<file path="src/rtl/soc_pkg.sv">
// Shared definitions for the RAM arbiter: bus widths, state encoding and
// the tie-break helper used when both masters request in the same cycle.
package soc_pkg;

    localparam int ADDR_W = 32;
    localparam int DATA_W = 32;
    localparam int SEL_W  = 4;

    localparam logic [1:0] ST_IDLE   = 2'd0;
    localparam logic [1:0] ST_GRANT0 = 2'd1;
    localparam logic [1:0] ST_GRANT1 = 2'd2;

    typedef enum logic [1:0] {
        S_IDLE   = ST_IDLE,
        S_GRANT0 = ST_GRANT0,
        S_GRANT1 = ST_GRANT1
    } arb_state_t;

    // Returns 1 when master 1 should be granted. A lone requester always
    // wins; on a tie the priority bit decides (0 = master 0, 1 = master 1).
    function automatic logic pick_master(input logic v0, input logic v1, input logic prio);
        logic sel;
        if (v0 && v1) begin
            sel = prio;
        end else begin
            sel = v1;
        end
        return sel;
    endfunction

endpackage

</file>
<file path="src/rtl/ram_arbiter.sv">
// Two-master to one-slave arbiter in front of the system RAM.
// One master is granted per transaction; the grant is held until the RAM
// returns ready, then a single IDLE cycle separates it from the next grant.
import soc_pkg::*;

module ram_arbiter #(
    parameter int ROUND_ROBIN = 1
) (
    input  logic        clk,
    input  logic        rst,

    input  logic [31:0] m0_address,
    input  logic [31:0] m0_wdata,
    input  logic [3:0]  m0_wsel,
    input  logic        m0_valid,
    output logic [31:0] m0_rdata,
    output logic        m0_ready,
    output logic        m0_error,

    input  logic [31:0] m1_address,
    input  logic [31:0] m1_wdata,
    input  logic [3:0]  m1_wsel,
    input  logic        m1_valid,
    output logic [31:0] m1_rdata,
    output logic        m1_ready,
    output logic        m1_error,

    output logic [31:0] ram_address,
    output logic [31:0] ram_wdata,
    output logic [3:0]  ram_wsel,
    output logic        ram_valid,
    input  logic [31:0] ram_rdata,
    input  logic        ram_ready,
    input  logic        ram_error
);

    arb_state_t state;
    logic       prio;
    logic       prio_eff;

    // Fixed-priority mode ignores the register and always favours master 1.
    assign prio_eff = (ROUND_ROBIN != 0) ? prio : 1'b1;

    // Grant FSM and round-robin priority; a completed transfer hands
    // priority to the master that was just waiting.
    always_ff @(posedge clk or posedge rst) begin
        if (rst) begin
            state <= S_IDLE;
            prio  <= 1'b0;
        end else begin
            case (state)
                S_IDLE: begin
                    if (m0_valid || m1_valid) begin
                        if (pick_master(m0_valid, m1_valid, prio_eff)) begin
                            state <= S_GRANT1;
                        end else begin
                            state <= S_GRANT0;
                        end
                    end
                end
                S_GRANT0: begin
                    if (ram_ready) begin
                        state <= S_IDLE;
                        if (ROUND_ROBIN != 0) begin
                            prio <= 1'b1;
                        end
                    end
                end
                S_GRANT1: begin
                    if (ram_ready) begin
                        state <= S_IDLE;
                        if (ROUND_ROBIN != 0) begin
                            prio <= 1'b0;
                        end
                    end
                end
                default: begin
                    state <= S_IDLE;
                end
            endcase
        end
    end

    // Request/response mux: the granted master sees the RAM directly,
    // everything else is held at zero. A master dropping valid mid-grant
    // pulls ram_valid low, but the grant persists until the RAM answers.
    always_comb begin
        ram_address = '0;
        ram_wdata   = '0;
        ram_wsel    = '0;
        ram_valid   = 1'b0;
        m0_rdata    = '0;
        m0_ready    = 1'b0;
        m0_error    = 1'b0;
        m1_rdata    = '0;
        m1_ready    = 1'b0;
        m1_error    = 1'b0;
        case (state)
            S_GRANT0: begin
                ram_address = m0_address;
                ram_wdata   = m0_wdata;
                ram_wsel    = m0_wsel;
                ram_valid   = m0_valid;
                m0_rdata    = ram_rdata;
                m0_ready    = ram_ready;
                m0_error    = ram_error;
            end
            S_GRANT1: begin
                ram_address = m1_address;
                ram_wdata   = m1_wdata;
                ram_wsel    = m1_wsel;
                ram_valid   = m1_valid;
                m1_rdata    = ram_rdata;
                m1_ready    = ram_ready;
                m1_error    = ram_error;
            end
            default: begin
            end
        endcase
    end

endmodule

</file>
<file path="config.mk">
export PLATFORM = sky130hd
export DESIGN_NAME = ram_arbiter
export DESIGN_NICKNAME = d
export VERILOG_FILES = /design/src/rtl/soc_pkg.sv /design/src/rtl/ram_arbiter.sv
export SDC_FILE = /design/constraint.sdc
export NUM_CORES = 1
export LEC_CHECK = 0
export ABC_AREA = 1
export CORE_AREA = 5 5 117 119
export DETAILED_ROUTE_END_ITERATION = 6
export DIE_AREA = 0 0 122 124
export GPL_ROUTABILITY_DRIVEN = 1
export HOLD_SLACK_MARGIN = 0.1
export SETUP_SLACK_MARGIN = 0.3
export SLEW_MARGIN = 40
export SYNTH_ARGS = -nofsm -noshare
export SYNTH_HDL_FRONTEND = slang
export SYNTH_SLANG_ARGS = --single-unit
</file>
<file path="constraint.sdc">
create_clock -name clk -period 4.3 [get_ports clk]
set_input_delay 0.43 -clock clk [delete_from_list [all_inputs] [get_ports clk]]
set_output_delay 0.43 -clock clk [all_outputs]
set_load 0.02 [all_outputs]
</file>
==> flow_summary.yaml <==
outcome:
  status: "complete, no violations"
power:
  pwr-share-seq: 0.022
  ir_drop_v: 0.000198
  swShare: 0.542
  pwr-share-clk: 0.059
  p_leak_uw: 0.00231
  combPwrFrac: 0.920
  p_sw_uw: 1340
  p_per_area_mw_per_mm2: 485
  internal_power_uw: 1130
global_route:
  met1_usage: 0.143
  overflow: 0
  use_met3: 0.0427
  grt_pass1_wl_um: 17300
  antenna_found_initial: 0
  grt_max_degree: 54
  met2_usage: 0.278
  track_usage: 0.139
  grt_pass1_vias: 3510
  grt.busiest_layer: "met2"
route:
  drcViolationCount: 0
  drtAntennaViolNets: 0
  firstDrtPassIters: 4
  vias: 3449
  routedWlPerCell_um: 13.4
  viasPerCell: 3.96
  drtIter0Drc: 100
  wl_um: 11700
critical_path:
  critPathLaunchType: "register"
  cp.required_ns: 3.87
  worstRegToRegCells: 7
  critPathLaunch: "state[0]"
  r2r_slack_ns: 2.61
  endpoint: "ram_wdata[28]"
  r2r-end: "state[1]"
  critPathArrivalTime_ns: 2.62
  worstSetupEndpointType: "output pin"
  critPathKind: "reg -> out"
  rr_startpoint: "state[0]"
  cp_max_fo: 35
timing:
  tns_ns: 0
  final_max_slew_viol_count: 0
  fin_crit_sh: 0.710
  max_freq_mhz: 328
  hold_viol: 0
  setup_viol: 0
  period_needed_ns: 3.05
  clock_skew_ns: 0.00218
  tightest_slew_ns: 0.661
  rsz0062_at_grt: "no"
  maxSlewHeadroom: 0.560
yosys:
  synth_area_leaders: "nand2_1, a21oi_1, inv_1"
  synth_seq_cells: 3
  yosysMostFrequentCell: "nand2_1"
  synth_common_cells: "nand2_1, inv_1, a21oi_1"
  syn_area_mm2: 0.00176
  syn_avg_cell_area_um2: 4.31
  async_flop_share: 1.00
  synthesis.yosys.warnings: 0
  synth_edf_count: 0
  synth_top_area_share: 0.467
  synth.largest_area_cell: "nand2_1"
  ys_types: 11
  synthSimpleGateAreaFrac: 0.479
  synthFlopType: "dfrtp_1"
  netlist_instances: 409
  syn-num-nets: 587
  synthMuxAreaShare: 0
  synth_adder_area_share: 0.0284
  ys_seq_area_frac: 0.0426
  synth-xor-area-share: 0
  synth-compound-area-share: 0.202
  synth_top_family_by_area: "simple AND/OR/NAND/NOR gates"
cts:
  cts_setup_buffers: 0
  cts_buffers: 3
  cts_hold_buf: 0
  cts_buffer_depth: 2
  htreeDepth: 1
  clk_pin_slew_ns: 0.03
  cts_tree: "yes"
  clock_latency_ns: 0.22
  cts_resized: 0
  cts_sinks: 3
  cts_root_buf: "clkbuf_16"
floorplan:
  dieArea_mm2: 0.0151
  fp.dieH_um: 124
  coreArea_mm2: 0.0125
  start_util: 0.141
  pin_count: 311
  die_x_um: 122
  rows: 41
cells_and_area:
  antenna_cells: 0
  register_area_um2: 75.1
  stdcell_count: 872
  drive_gt1_frac: 0.0200
  area_growth_pct: 189
  multiInputGateArea_mm2: 0.00127
  fillers: 1328
  final_util: 0.409
  fin_nets: 879
placement:
  hpwl_um: 10200
  place.gp.congestion: 0.771
  placed_cells: 868
  port_buffers: 310
flow_run:
  drv_cap: 0
worst_hold_path:
  hold_path.class: "in -> async"
==> final cells by class <==
cell class                 instances  area share
clock buffer                       4      0.0155
inverter                          77      0.0568
multi-input combinational        299       0.249
sequential                         3      0.0147
tap                              172      0.0423
timing repair buffer             317       0.622
==> cells by family after synthesis <==
| kind of cell | Yosys count |
|---|---|
| AO/OA/AOI/OAI | 71 |
| adder cells (fa/ha/maj) | 4 |
| buffers and inverters | 107 |
| AND/OR/NAND/NOR | 224 |
| flip-flops | 3 |
==> how the worst min path moves through the flow <==
stage,end,slack [ns],cells after the start
6_report,prio,0.37,2
3_5_place_dp,state[1],0.55,2
5_1_grt,prio,0.41,2
2_1_floorplan,prio,0.18,1
4_1_cts,prio,0.38,2
3_3_place_gp,prio,0.52,2
==> layout by cell type, fill, tap and decap left out, types with 2 or more instances in the layout <==
master	netlist	routed
clkdlybuf4s50_1	0	310
nand2_1	219	219
inv_1	76	76
a21oi_1	71	71
buf_4	3	6
nor2_1	4	4
clkbuf_16	0	3
dfrtp_1	3	3
ha_2	0	2
==> stage by stage <==
stage	setup slack [ns]	hold slack [ns]	total power [µW]	instance area, µm²
4_1_cts	1.18	0.378	2520	5090
3_5_place_dp	1.42	0.550	2370	5010
6_report	1.25	0.375	2470	5090
2_1_floorplan	2.42	0.184	1280	1760
3_3_place_gp	1.51	0.521	2350	5010
5_1_grt	1.02	0.413	2690	5090
==> registers in the layout, indices dropped and copies added (netlist names) <==
register	count
prio	1
state	2
==> critical path: stages, from the launching register on <==
cell,delay (ns)
dfrtp_1,0.41
inv_1,0.13
ha_2,0.63
buf_4,0.36
nand2_1,0.07
a21oi_1,0.14
clkdlybuf4s50_1,0.65
==> routing by layer <==
layer	share of wire	wire length [µm]
met5	0	0
met4	0.012	144
met3	0.11	1300
met2	0.53	6200
met1	0.34	4020
==> power by group through the flow <==
stage | logic (µW) | clock network (µW) | registers, µW
floorplan | 1230 | 0 | 48.4
global placement | 2300 | 0 | 52.1
detailed placement | 2320 | 0 | 54.6
CTS | 2320 | 146 | 54.5
global route | 2480 | 149 | 56.5
finish | 2270 | 145 | 53.9
Power figures use the tool's default switching activity.
